===== src/rtl/acc_insn_queue.sv =====
`default_nettype none
// ============================================================================
//  Module   : acc_insn_queue
//  Purpose  : In-order instruction FIFO between the issue stage and the
//             accelerator request channel, with an outstanding-request
//             counter that throttles issue at a configurable ceiling, plus
//             idle and flush support for the controller.
//  Revision : 1.0  initial release
// ============================================================================
module acc_insn_queue #(
   parameter int DEPTH           = 4,   // FIFO entries, power of two, >= 2
   parameter int MAX_OUTSTANDING = 4,   // accepted-but-unanswered ceiling, >= 1
   parameter int XLEN            = 64,  // operand width
   parameter int TRANS_ID_BITS   = 3    // scoreboard transaction id width
) (
   input  logic                                   clk_i,
   input  logic                                   rst_i,
   input  logic                                   flush_i,
   // issue side
   input  logic                                   issue_valid_i,
   output logic                                   issue_ready_o,
   input  logic [31:0]                            issue_insn_i,
   input  logic [XLEN-1:0]                        issue_rs1_i,
   input  logic [XLEN-1:0]                        issue_rs2_i,
   input  logic [2:0]                             issue_frm_i,
   input  logic [TRANS_ID_BITS-1:0]               issue_trans_id_i,
   // accelerator request side
   output logic                                   acc_req_valid_o,
   input  logic                                   acc_req_ready_i,
   output logic [31:0]                            acc_insn_o,
   output logic [XLEN-1:0]                        acc_rs1_o,
   output logic [XLEN-1:0]                        acc_rs2_o,
   output logic [2:0]                             acc_frm_o,
   output logic [TRANS_ID_BITS-1:0]               acc_trans_id_o,
   // accelerator response side
   input  logic                                   acc_resp_valid_i,
   output logic                                   acc_resp_ready_o,
   // status
   output logic [$clog2(MAX_OUTSTANDING+1)-1:0]   outstanding_o,
   output logic                                   idle_o,
   output logic                                   spurious_resp_o
);

   localparam int PTR_W   = $clog2(DEPTH);
   localparam int CNT_W   = $clog2(DEPTH + 1);
   localparam int OUT_W   = $clog2(MAX_OUTSTANDING + 1);
   localparam int ENTRY_W = 32 + 2 * XLEN + 3 + TRANS_ID_BITS;

   localparam logic [CNT_W-1:0] c_depth    = CNT_W'(DEPTH);
   localparam logic [OUT_W-1:0] c_max_out  = OUT_W'(MAX_OUTSTANDING);

   // Entry layout (MSB..LSB): insn | rs1 | rs2 | frm | trans_id
   logic [ENTRY_W-1:0] r_mem [DEPTH];

   logic [PTR_W-1:0]   r_wr_ptr;
   logic [PTR_W-1:0]   r_rd_ptr;
   logic [CNT_W-1:0]   r_count;
   logic [OUT_W-1:0]   r_outstanding;
   logic               r_spurious;

   logic               w_enq;
   logic               w_deq;
   logic               w_resp_ok;
   logic               w_write;
   logic [ENTRY_W-1:0] w_wr_entry;
   logic [ENTRY_W-1:0] w_head;

   // Handshake qualifiers; all flow control derives from registered state only
   assign issue_ready_o   = (r_count != c_depth);
   assign acc_req_valid_o = (r_count != '0) && (r_outstanding < c_max_out);
   assign w_enq           = issue_valid_i && issue_ready_o;
   assign w_deq           = acc_req_valid_o && acc_req_ready_i;
   assign w_resp_ok       = acc_resp_valid_i && (r_outstanding != '0);
   // A push coinciding with a flush is discarded entirely
   assign w_write         = w_enq && !flush_i;

   assign w_wr_entry = {issue_insn_i, issue_rs1_i, issue_rs2_i, issue_frm_i, issue_trans_id_i};
   // Data ports are zeroed whenever no request is presented
   assign w_head     = acc_req_valid_o ? r_mem[r_rd_ptr] : '0;

   assign acc_insn_o       = w_head[ENTRY_W-1 -: 32];
   assign acc_rs1_o        = w_head[3 + TRANS_ID_BITS + 2*XLEN - 1 -: XLEN];
   assign acc_rs2_o        = w_head[3 + TRANS_ID_BITS + XLEN - 1 -: XLEN];
   assign acc_frm_o        = w_head[TRANS_ID_BITS + 2 -: 3];
   assign acc_trans_id_o   = w_head[TRANS_ID_BITS-1:0];

   assign acc_resp_ready_o = 1'b1;
   assign outstanding_o    = r_outstanding;
   assign spurious_resp_o  = r_spurious;
   assign idle_o           = (r_count == '0) && (r_outstanding == '0);

   // Storage write; the array is deliberately left unreset
   always_ff @(posedge clk_i) begin
      if (w_write) begin
         r_mem[r_wr_ptr] <= w_wr_entry;
      end
   end

   // Pointers and occupancy; flush empties the queue by snapping rd onto wr
   always_ff @(posedge clk_i) begin
      if (rst_i) begin
         r_wr_ptr <= '0;
         r_rd_ptr <= '0;
         r_count  <= '0;
      end else if (flush_i) begin
         r_rd_ptr <= r_wr_ptr;
         r_count  <= '0;
      end else begin
         if (w_enq) begin
            r_wr_ptr <= r_wr_ptr + PTR_W'(1);
         end
         if (w_deq) begin
            r_rd_ptr <= r_rd_ptr + PTR_W'(1);
         end
         case ({w_enq, w_deq})
            2'b10:   r_count <= r_count + CNT_W'(1);
            2'b01:   r_count <= r_count - CNT_W'(1);
            default: r_count <= r_count;
         endcase
      end
   end

   // Outstanding counter; an issued request survives a flush until answered
   always_ff @(posedge clk_i) begin
      if (rst_i) begin
         r_outstanding <= '0;
      end else begin
         case ({w_deq, w_resp_ok})
            2'b10:   r_outstanding <= r_outstanding + OUT_W'(1);
            2'b01:   r_outstanding <= r_outstanding - OUT_W'(1);
            default: r_outstanding <= r_outstanding;
         endcase
      end
   end

   // One-cycle flag for a response that arrives with nothing outstanding
   always_ff @(posedge clk_i) begin
      if (rst_i) begin
         r_spurious <= 1'b0;
      end else begin
         r_spurious <= acc_resp_valid_i && (r_outstanding == '0);
      end
   end

endmodule
`default_nettype wire


===== config.mk =====
export PLATFORM = sky130hd
export DESIGN_NAME = acc_insn_queue
export DESIGN_NICKNAME = d
export VERILOG_FILES = /design/src/rtl/acc_insn_queue.sv
export SDC_FILE = /design/constraint.sdc
export NUM_CORES = 1
export LEC_CHECK = 0
export ABC_AREA = 1
export BUFFER_PORTS_ARGS = -buffer_cell sky130_fd_sc_hd__buf_2
export CAP_MARGIN = 20
export CORE_UTILIZATION = 40
export CTS_CLUSTER_DIAMETER = 200
export DETAILED_ROUTE_END_ITERATION = 8
export HOLD_SLACK_MARGIN = 0.15
export SYNTH_ARGS = -nofsm -noshare
export SYNTH_HDL_FRONTEND = slang
export SYNTH_SLANG_ARGS = --single-unit

===== constraint.sdc =====
create_clock -name clk_i -period 10.25 [get_ports clk_i]
set_clock_uncertainty 0.05 [all_clocks]
set_input_delay 1.025 -clock clk_i [delete_from_list [all_inputs] [get_ports clk_i]]
set_output_delay 1.025 -clock clk_i [all_outputs]
set_load 0.03 [all_outputs]

==> results.md, run 1 <==
- The flow ran to the end, and the final reports show no timing, DRC or antenna violations.
- The number of global-route vias before repair is between 15,000 and 20,000.
- The final-report max-slew violation count came to 0.
- The maximum level of the CTS H-tree is 3.
- The initial antenna violation count is 23.
- Setup total negative slack on the finished layout was measured at 0 ns.
- In the final design database the tool counted between 2,000 and 3,000 nets.
- The worst hold path belongs to the class flop to flop.
- The net count of the mapped netlist is approximately 2,200.
- During synthesis, Yosys emitted a total of 0 warnings.
- The overall power is 6390 uW.
- The synthesized area per cell is ~13 um^2.
- The total overflow left after global routing is 0.
- Entering global routing, the biggest net connects approximately 160 pins.
- The overall via count from detail_route is ~17,000.
- The area of all sequential standard cells is roughly 0.020 mm^2.
- The met3 demand-to-capacity share in global routing is ~5.3%.
- Summed over all cells, the static leakage comes to roughly 0.011 uW.
- Sorting the synthesized cells by area gives the leading types as sky130_fd_sc_hd__edfxtp_1 (75%), sky130_fd_sc_hd__nor2_1 (9.6%), sky130_fd_sc_hd__o21ai_1 (3.6%), sky130_fd_sc_hd__a21oi_1 (3.3%), sky130_fd_sc_hd__o21ai_0 (2.7%).
- In the final routed layout, each cell accounts on average for roughly 19 um.
- The met2 layer usage reported by global route is 30.9%.
- The via density per instance is ~5.
- The count of antenna-violating nets left after detailed routing is 0.
- The post-placement cell area is about 0.029 mm^2.
- The internal power of the cells totals between 4000 and 5000 uW.
- The clock period could shrink to approximately 4.7 ns.
- The overall track demand over capacity in global routing is 18.2%.
- The gate count of the mapped netlist is 2,060.
- Yosys mapped a number of flops with a built-in enable equal to around 660.
- The dominant register cell in the synthesized netlist is sky130_fd_sc_hd__edfxtp_1.
- The top cell types in the final layout, fill and taps aside, are sky130_fd_sc_hd__nor2_1 (672), sky130_fd_sc_hd__edfxtp_1 (664), sky130_fd_sc_hd__buf_2 (344).
- For this design the ratio of total power to cell area is a little over 200 mW/mm^2.
- Measured along the x axis, the die boundary spans ~260 um.
- Based on the critical path, the design can be clocked at up to 0.211 GHz.
- The count of buffers added on input and output ports is around 340.
- The most common cell after layout, fill and taps aside is sky130_fd_sc_hd__nor2_1.
- The data arrival time of the critical path is approximately 3.7 ns.
- Of the total power, the clock network draws approximately two fifths.
- Setup repair after global routing left no endpoint under its margin.
- The share of final-layout standard cells stronger than drive strength 1 is about a fifth.
- The post-synthesis async set-or-reset flop share is 0%.
- The worst-case IR drop observed on VDD is 0.000148 V.
- In this run, post-CTS repair resized a total of 0 instances.
- The post-detailed-routing wire length is a little over 60,000 um.
- The number of setup buffers added after CTS is 0.
- For met1 alone, demand over resource in global routing was between 20 and 25%.
- Net switching is 25.0% of the power.
- The final clock period utilization by the worst path is approximately 46%.
- The die covers between 0.06 and 0.07 mm^2.
- The top-area cell type share of the netlist area is between 70 and 80%.
- After clock tree synthesis, the clock-pin slew on the worst setup and hold paths is approximately 0.050 ns.
- The die is 259 um tall.
- In this run the cell area of the synthesized design comes to roughly 0.026 mm^2.
- The type of origin of the critical path is a flop.
- The required arrival time at the worst endpoint is just over 9 ns.
- The row count is 93.
- Measured against its own limit, the worst slew margin works out to a little under a third.
- The number of maximum-capacitance constraint violations is 0.
- The clock root buffer is sky130_fd_sc_hd__clkbuf_16.
- The highest net fanout along the worst path is 103.
- The number of failing setup endpoints in the final timing report is 0.
- The clock net in this run drives a total of between 600 and 700 sinks.
- The starting utilization of the core area is 40.8%.
- The congestion estimate from routability-driven global placement came to around 0.75.
- The tightest hold path in the finished design has a slack of between 0.4 and 0.5 ns.
- The number of buffers created by CTS is 74.
- The finished layout cell area is about 0.031 mm^2.
- Summing all multi-input logic gate instances after layout gives approximately 0.0054 mm^2.
- The library cell occupying the most area in the post-synthesis netlist is sky130_fd_sc_hd__edfxtp_1.
- TritonCTS built the clock tree.
- After the flow finishes, the layout carries non-filler instances totaling 3,297.
- Synthesis inferred roughly 680 register bits.
- The number of placed instances, taps included, is about 3,200.
- Hold repair after CTS inserted 0 buffers.
- The layout filler cell count is 5,638.
- Detailed placement ended at an HPWL of approximately 34,000 um.
- The first global-routing pass estimated between 90,000 and 100,000 um of wire.
- Sequential cells burn approximately half of the power.
- The measured slew at the worst slew-check pin is 1.04 ns.
- The DRC violations left is 0.
- The share of power burned in combinational logic is 11.0%.
- The most used routing layer in global routing is met2.
- The area of the placeable core is about 0.065 mm^2.
- The worst setup path is captured at a primary output.
- The classification of the worst setup path is flop to primary output.
- The first detailed-routing pass ran for 4 iterations.
- The maximum clock insertion buffer count is 3.
- The count of cell types in the netlist is 26.
- The register area share after synthesis is 76.5%.
- between 300 and 400 I/O pins were placed.
- The worst-skew pair later-pin latency is between 0.6 and 0.7 ns.
- The total net switching power is roughly 1600 uW.
- The layout overhead on the synthesized area is 17.6%.
- The detailed router finished its first iteration with 1,134 violations.
- The hold violation count in the final report is 0.
## sequential cells by signal (all words and copies together) (netlist names), named ones only
| register | cells |
|---|---|
| r_mem | 664 |
| outstanding_o | 3 |
| r_count | 3 |
| r_rd_ptr | 2 |
| r_wr_ptr | 2 |
| spurious_resp_o | 1 |
## per-stage QoR
| stage | util [%] | setup WS (ns) |
|---|---|---|
| 2_1_floorplan | - | 1.24 |
| 3_3_place_gp | 44.3 | 5.78 |
| 3_5_place_dp | 44.3 | 5.74 |
| 4_1_cts | 47.9 | 5.49 |
| 5_1_grt | 47.9 | 5.28 |
| 6_report | 47.9 | 5.52 |
## final cells by class
cell class                 instances  area share, %
inverter                          25          0.342
timing repair buffer             366           6.12
clock inverter                    35           1.09
sequential                       677           65.1
multi-input combinational       1228           17.4
tap                              855           3.44
clock buffer                      96           6.43
antenna                           15          0.121
## synth_stat cells (all sizes together), types with 2 or more instances
| library cell | count |
|---|---|
| a211oi | 2 |
| a21oi | 173 |
| buf | 99 |
| clkbuf | 31 |
| dfxtp | 13 |
| edfxtp | 664 |
| fa | 2 |
| ha | 6 |
| inv | 25 |
| nand2 | 22 |
| nand3 | 6 |
| nand4 | 2 |
| nor2 | 676 |
| nor3 | 2 |
| o21ai | 333 |
## power by group through the flow
stage / clock (uW) / combinational (uW) / sequential (uW)
final: 2550 / 705 / 3130
after detailed placement: 0 / 711 / 3190
after global placement: 0 / 700 / 3190
after floorplan: 0 / 476 / 3200
after global routing: 2720 / 772 / 3140
after CTS: 2620 / 714 / 3130
## per-layer routing
metal / share of wire, % / wire length [um]
met1: 40 / 25200
met2: 49 / 30800
met3: 7.4 / 4590
met4: 2.7 / 1680
met5: 0.22 / 139
## worst max-delay path: stages (launching register included)
cell and delay [ns]:
sky130_fd_sc_hd__dfxtp_4 0.56, sky130_fd_sc_hd__inv_6 0.78, sky130_fd_sc_hd__buf_4 0.83, sky130_fd_sc_hd__nor2_1 0.12, sky130_fd_sc_hd__o21ai_1 0.11, sky130_fd_sc_hd__a21oi_1 0.13
sky130_fd_sc_hd__buf_2 0.25
## cell families after synthesis
logic type                 share of synthesized area [%]
DFF                                                 76.5
buffers and inverters                               3.23
and+or+nand+nor                                     10.1
other                                             0.0142
adders and majority gates                          0.436
xor gates and xnor gates                          0.0332
AOI/OAI and AO/OA                                   9.67
## final timing paths
path	from	end	slack (ns)	cells after the start
hold reg to reg	r_count[0]	r_count[0]	0.45	2
setup reg to reg	r_count[0]	r_mem[1][116]	6.53	6
hold / removal	r_count[0]	r_count[0]	0.45	2
setup / recovery	flop	acc_rs1_o[9]	5.52	6
Power figures use the tool's default switching activity.
==> run 2, diff against run 1 <==
- clock period: 10.25 -> 4 ns (I/O delays scaled with it)
==> results.md, run 2 (synthesis results as in run 1) <==
- The run finished with clean final reports.
- The floorplan die width came to 259 um (unchanged).
- The worst voltage drop across the vdd grid is 0.000455 V (+210%).
- The final worst-path setup slack is 0.723 ns (-4.79 ns).
- The maximum clock insertion buffer count is 3 (unchanged).
- Setup repair after global routing left no endpoint under its margin.
- The worst-skew pair later-pin latency came to 0.60 ns (about the same).
- Dividing the final minimum period by the clock period gives about 82%.
- The die height is 259 um (unchanged).
- For this run, the top clock speed supported by timing is 0.305 GHz.
- The count of boundary I/O pins is 346 (unchanged).
- The hold violation count in the final report came to 0 (unchanged).
- The most used cell along the critical path is sky130_fd_sc_hd__nor2_1.
- The maximum level of the CTS H-tree is 3 (unchanged).
- The met1 usage in global routing is 24.7% (+3.0 points).
- The post-detailed-routing wire length is 63,800 um (+2.4%).
- The final-report max-slew violation count is 0 (unchanged).
- The register with the most flip-flops in the final layout is r_mem.
- The number of hold-repair buffers added at the cts stage was 171 (+171).
- The power density normalized to cell area is 495 mW/mm^2 (+140%).
- From synthesis to final layout, the design area changed by 24.5%.
- The row count is 93 (unchanged).
- The highest net fanout along the worst path is 135 (+31%).
- The minimum setup slack after placement is 1.30 ns (-4.43 ns).
- The overall power came to 16,300 uW (+150%).
- The largest net degree at the start of global routing was 136 (-14%).
- The leakage power total is 0.0119 uW (+7.1%).
- The overall track demand over capacity in global routing is 18.8% (+0.62 points).
- The classification of the worst setup path is flop to primary output.
- The number of gates resized after CTS is 0 (unchanged).
- The largest incremental delay on the critical path is 0.69 ns (-0.14 ns).
- In this run the clock root is driven by a sky130_fd_sc_hd__clkbuf_16.
- The share of final-layout standard cells stronger than drive strength 1 is 18.5% (-1.0 points).
- The via density per instance came to 5.05 (+0.58%).
- The global routing stage identified its most utilized layer as met2.
- The remaining global-route overflow was 0 (unchanged).
- The library cells used most frequently in the layout, excluding fill and tap cells, are sky130_fd_sc_hd__nor2_1 (672), sky130_fd_sc_hd__edfxtp_1 (664), sky130_fd_sc_hd__buf_2 (344).
- STA classifies the critical path endpoint as a primary output.
- The required arrival time at the worst endpoint was 3.55 ns (-5.63 ns).
- The final net count is 2,732 (+7.1%).
- The clock tree from TritonCTS is built.
- The number of DRC markers after the initial detailed-route iteration is 1,262 (+11%).
- The flip-flop count of the largest register, all copies and words added is 664 (unchanged).
- The estimated wirelength of the detail-placed design is 35,400 um (+4.5%).
- The setup TNS is 0 ns (unchanged).
- The count of antenna-violating nets left after detailed routing is 0 (unchanged).
- The met2 layer usage reported by global route is 31.7% (+0.85 points).
- The data arrival time of the critical path came to 2.83 ns (-0.83 ns).
- Leaving out fill and tap cells, the most frequent cell in the layout is sky130_fd_sc_hd__nor2_1.
- The normalized max-slew margin is 42.8% (+12 points).
- The DRC violations left was 0 (unchanged).
- The worst hold path belongs to the class primary input to flop.
- The number of buffers created by CTS came to 71 (-4.1%).
- The overall die area came to 0.0671 mm^2 (unchanged).
- The number of global-route vias before repair came to 17,300 (+4.6%).
- The count of TritonRoute iterations in the first routing pass is 4 (unchanged).
- The number of failing setup endpoints in the final timing report is 0 (unchanged).
- The area of the placeable core came to 0.0648 mm^2 (unchanged).
- The starting utilization of the core area is 40.8% (unchanged).
- STA classifies the critical path startpoint as a flop.
- The measured slew at the worst slew-check pin is 0.858 ns (-0.186 ns).
- The clock sink count is 677 (unchanged).
- The clock edge transition at the registers on the reported setup and hold paths was 0.06 ns (about the same).
- The global-route wire length before repair is 97,800 um (+5.3%).
- The initial antenna violation count is 1 (-96%).
- The met3 demand-to-capacity share in global routing was 3.76% (-1.5 points).
- The routability congestion estimate from global placement came to 0.779 (+3.8%).
- The number of buffer cells added on primary ports is 344 (unchanged).
- The number of maximum-capacitance constraint violations is 0 (unchanged).
- The cell with the largest stage delay on the worst path is sky130_fd_sc_hd__dfxtp_4.
- The number of setup buffers added after CTS is 0 (unchanged).
- The post-detailed-route wirelength per cell is 18.4 um (-2.4%).
- Walking the worst path, the cells encountered are buf_12 -> nor2_1 -> nor2_1 -> o21ai_0 -> a21oi_1 -> buf_2.
- The worst path in the final design needs a cycle of 3.28 ns, including I/O delays and setup.
- The overall via count from detail_route is 17,500 (+5.5%).
[run 2: cell types whose count changed in the layout (fill, tap and decap cells not counted), moves of 2 or more]
cell / delta
sky130_fd_sc_hd__dlygate4sd3_1: +171
sky130_fd_sc_hd__buf_12: +16
sky130_fd_sc_hd__diode_2: -14
sky130_fd_sc_hd__clkinv_2: +6
sky130_fd_sc_hd__buf_4: -4
sky130_fd_sc_hd__clkinvlp_4: -4
sky130_fd_sc_hd__clkinv_1: -3
sky130_fd_sc_hd__bufinv_16: -2
[run 2: final cells by class]
| class | count | area [um^2] |
|---|---|---|
| Sequential cell | 677 | 20200 |
| Multi-Input combinational cell | 1228 | 5400 |
| Tap cell | 855 | 1070 |
| Timing Repair Buffer | 549 | 3900 |
| Clock inverter | 30 | 228 |
| Inverter | 25 | 106 |
| Antenna cell | 1 | 2.50 |
| Fill cell | 5457 | 31900 |
| Clock buffer | 94 | 1960 |
[run 2: power by group]
group | leakage, uW | internal, uW | switching [uW]
sequential | 0.00614 | 7950 | 61.1
combinational | 0.00471 | 609 | 1420
clock | 0.00107 | 3630 | 2600
total | 0.0119 | 12200 | 4080
[run 2: path summary, 6_finish.rpt]
check | from | to | slack [ns] | cells after the start
worst max-delay path | flop | acc_rs1_o[23] | 0.72 | 6
worst min-delay path | acc_req_ready_i | flop | 0.26 | 4
worst max register to register | r_count[1] | r_mem[0][111] | 1.44 | 5
worst min register to register | r_count[0] | r_count[0] | 0.43 | 2
[run 2: critical path: cells and delay by family (launching register included)]
family,cells,cell delay [ns]
simple gates,2,0.26
flops,1,0.69
compound gates,2,0.35
buf+inv,2,0.70
[run 2: layer usage]
metal | up-vias | wire [um]
met3 | 74 | 3940
met1 | 8554 | 27100
li1 | 8291 | -
met2 | 557 | 31700
met4 | 2 | 1060
met5 | - | 13
[run 2: metrics by stage]
| stage | hold WS, ns | area [um^2] | util (%) | std cells |
|---|---|---|---|---|
| floorplan | 0.403 | 26400 | - | 2060 |
| global placement | 0.414 | 29000 | 44.7 | 3163 |
| detailed placement | 0.425 | 29000 | 44.7 | 3163 |
| CTS | 0.217 | 32900 | 50.7 | 3458 |
| global route | 0.272 | 32900 | 50.7 | 3458 |
| finish | 0.259 | 32900 | 50.7 | 3459 |
==> run 3, diff against run 2 <==
- clock period: 4 -> 3.3 ns (I/O delays scaled with it)
==> results.md, run 3 (synthesis results as in run 1) <==
- The most common cell after layout, fill and taps aside is sky130_fd_sc_hd__nor2_1.
- The leakage power total came to 0.0120 uW (+0.71%).
- The starting utilization of the core area came to 40.8% (unchanged).
- The length of routed wiring on met1 is 27,000 um (-0.14%).
- The remaining global-route overflow is 0 (unchanged).
- The clock root buffer is sky130_fd_sc_hd__clkbuf_16.
- The number of buffers created by CTS came to 72 (+1.4%).
- The met2 routed wirelength is 31,400 um (-0.88%).
- The area of the placeable core is 0.0648 mm^2 (unchanged).
- The layout overhead on the synthesized area is 25.2%.
- The routability congestion estimate from global placement is 0.775 (-0.51%).
- The flip-flop count of the largest register, all copies and words added is 664 (unchanged).
- The hold violation count in the final report is 0 (unchanged).
- The share of final-layout standard cells stronger than drive strength 1 is 19.0% (+0.52 points).
- The worst reg2reg path endpoint is r_count[2].
- The count of boundary I/O pins came to 346 (unchanged).
- The layout filler cell count came to 5,543 (+1.6%).
- The worst-skew pair later-pin latency is 0.59 ns (about the same).
- The multi-input logic area is 0.00542 mm^2 (+0.42%).
- Timing would allow up to 0.335 GHz.
- The final worst-path setup slack was 0.318 ns (-0.406 ns).
- The maximum clock insertion buffer count is 3 (unchanged).
- The measured slew at the worst slew-check pin was 1.04 ns (+0.184 ns).
- The worst setup path is captured at a primary output.
- The maximum level of the CTS H-tree is 3 (unchanged).
- The floorplan die width is 259 um (unchanged).
- The overall die area is 0.0671 mm^2 (unchanged).
- The row count came to 93 (unchanged).
- The minimum setup slack after placement is 0.971 ns (-0.334 ns).
- Ranked by flip-flop count, first place goes to r_mem.
- The critical register-to-register path startpoint is r_count[2].
- The count of antenna-violating nets left after detailed routing is 0 (unchanged).
- The minimum period implied by the final worst setup slack is between 2 and 3 ns.
- The overall via count from detail_route is 17,300 (-0.92%).
- The post-detailed-route wirelength per cell is 18.3 um (-0.83%).
- The DRC violations left is 0 (unchanged).
- The minimum setup slack among reg-to-reg paths is 1.25 ns (-0.19 ns).
- The number of failing setup endpoints in the final timing report is 0 (unchanged).
- The highest net fanout along the worst path is 181 (+34%).
- TritonCTS built the clock tree.
- The area of all sequential standard cells is 0.0202 mm^2 (about the same).
- The post-placement cell area was 0.0291 mm^2 (+0.29%).
- The number of setup buffers added after CTS came to 0 (unchanged).
- Dividing the final minimum period by the clock period gives about nine tenths.
- The via density per instance is 4.98 (-1.3%).
- The number of buffers and inverters on the critical path is 2 (unchanged).
- The largest incremental delay on the critical path is 0.46 ns (-0.23 ns).
- The initial antenna violation count is 3 (+2).
- The clock edge transition at the registers on the reported setup and hold paths was 0.06 ns (about the same).
- The die height was 259 um (unchanged).
- The met3 layer wire length in the routed design is 3890 um (-1.3%).
- The clock sink count came to 677 (unchanged).
- The finished layout cell area was 0.0331 mm^2 (+0.56%).
- The number of buffer cells added on primary ports is 344 (unchanged).
- The overall track demand over capacity in global routing came to 18.8% (+0.019 points).
- The largest net degree at the start of global routing was 182 (+34%).
- The flow ran to the end, and the final reports show no timing, DRC or antenna violations.
- Broken down by cell family, the worst path's largest delay share belongs to buffers and inverters.
- The count of TritonRoute iterations in the first routing pass was 7 (+3).
- The final-report max-slew violation count is 0 (unchanged).
- The most used cell along the critical path is sky130_fd_sc_hd__nor2_1.
- The normalized max-slew margin is 30.6% (-12 points).
- The setup TNS is 0 ns (unchanged).
- The estimated wirelength of the detail-placed design is 35,000 um (-1.2%).
- The number of global-route vias before repair is 17,400 (+0.59%).
- The worst voltage drop across the vdd grid came to 0.000508 V (+12%).
- The global-route wire length before repair is 97,700 um (about the same).
- The number of cells on the worst hold path is 4 (unchanged).
- The critical path is of the flop to primary output type.
- The highest layer touched by signal routing is met4.
- Setup repair after global routing left no endpoint under its margin.
- The power density normalized to cell area is 604 mW/mm^2 (+22%).
- The number of maximum-capacitance constraint violations came to 0 (unchanged).
- The beginning of the worst hold path is acc_req_ready_i.
- The critical path goes through buf_12 -> nor2_1 -> nor2_1 -> o21ai_1 -> a21oi_1 -> buf_2.
- The hold slack is 0.190 ns (-0.0694 ns).
- The required arrival time at the worst endpoint is 2.92 ns (-0.63 ns).
- The cell with the largest stage delay on the worst path is sky130_fd_sc_hd__buf_12.
- The worst setup path is launched from a flop.
- The library cells used most frequently in the layout, excluding fill and tap cells, are sky130_fd_sc_hd__nor2_1 (671), sky130_fd_sc_hd__edfxtp_1 (664), sky130_fd_sc_hd__buf_2 (344).
- The number of cell instances on the worst register-to-register path is 12 (+7).
- The post-detailed-routing wire length was 63,500 um (-0.40%).
- The worst hold path class is primary input to flop.
- The number of DRC markers after the initial detailed-route iteration is 1,312 (+4.0%).
- The final net count is 2,740 (+0.29%).
- The data arrival time of the critical path is 2.60 ns (-0.23 ns).
## run 3: cell count changes in the layout (fill, tap and decap cells not counted), sizes merged
cell,change
dlygate4sd3,+1
bufinv,+4
diode,+2
buf,+6
clkinv,+8
clkbuf,-6
## run 3: tightest hold or removal path, cell delays in order
cell and delay, ns:
sky130_fd_sc_hd__buf_2 0.08, sky130_fd_sc_hd__nand3_1 0.17, sky130_fd_sc_hd__nand3_1 0.12, sky130_fd_sc_hd__a21oi_1 0.08
## run 3: area by class of cell
cell class,instances,share of cell area [%]
diodes,3,0.0227
clock buffers,88,5.70
clock inverters,42,1.18
inverters,25,0.322
multi-input cells,1228,16.4
flip-flops and latches,677,61.1
well taps,855,3.24
repair buffers,556,12.0
## run 3: per-layer routing
layer,up-vias,GRT usage [%]
met3,81,3.67
met5,-,0
met1,8402,24.5
li1,8312,-
met2,522,31.6
met4,0,6.05
## run 3: worst max-delay path by stage
stage               startpoint  slack, ns            end  cells after the start
floorplan           r_count[0]      -0.36    r_mem[0][0]                      4
global placement    r_count[2]       0.96  acc_rs1_o[12]                      6
detailed placement        flop       0.97  acc_rs1_o[16]                      6
CTS                       flop       0.31  acc_rs1_o[16]                      6
global route        r_count[2]       0.12  acc_rs1_o[12]                      6
finish                    flop       0.32  acc_rs1_o[33]                      6
## run 3: what timing repair did
action	CTS	global route
resized for setup	0	0
setup endpoints to repair	0	0
endpoints found under the hold margin	677	0
hold buffers	172	0
## run 3: stage by stage
| step | power (uW) | utilization [%] | std cells |
|---|---|---|---|
| after detailed placement | 12200 | 44.8 | 3169 |
| after CTS | 20200 | 51.0 | 3471 |
| final | 20000 | 51.0 | 3474 |
| after floorplan | 11400 | - | 2060 |
| after global routing | 20700 | 51.0 | 3474 |
| after global placement | 12100 | 44.8 | 3169 |
## run 3: report_power, final
| part | total, uW | leakage (uW) | switching [uW] | internal (uW) |
|---|---|---|---|---|
| Sequential | 9700 | 0.00614 | 60.8 | 9640 |
| Clock | 7790 | 0.00111 | 3180 | 4610 |
| Combinational | 2460 | 0.00476 | 1720 | 741 |
| Total | 20000 | 0.0120 | 4960 | 15000 |
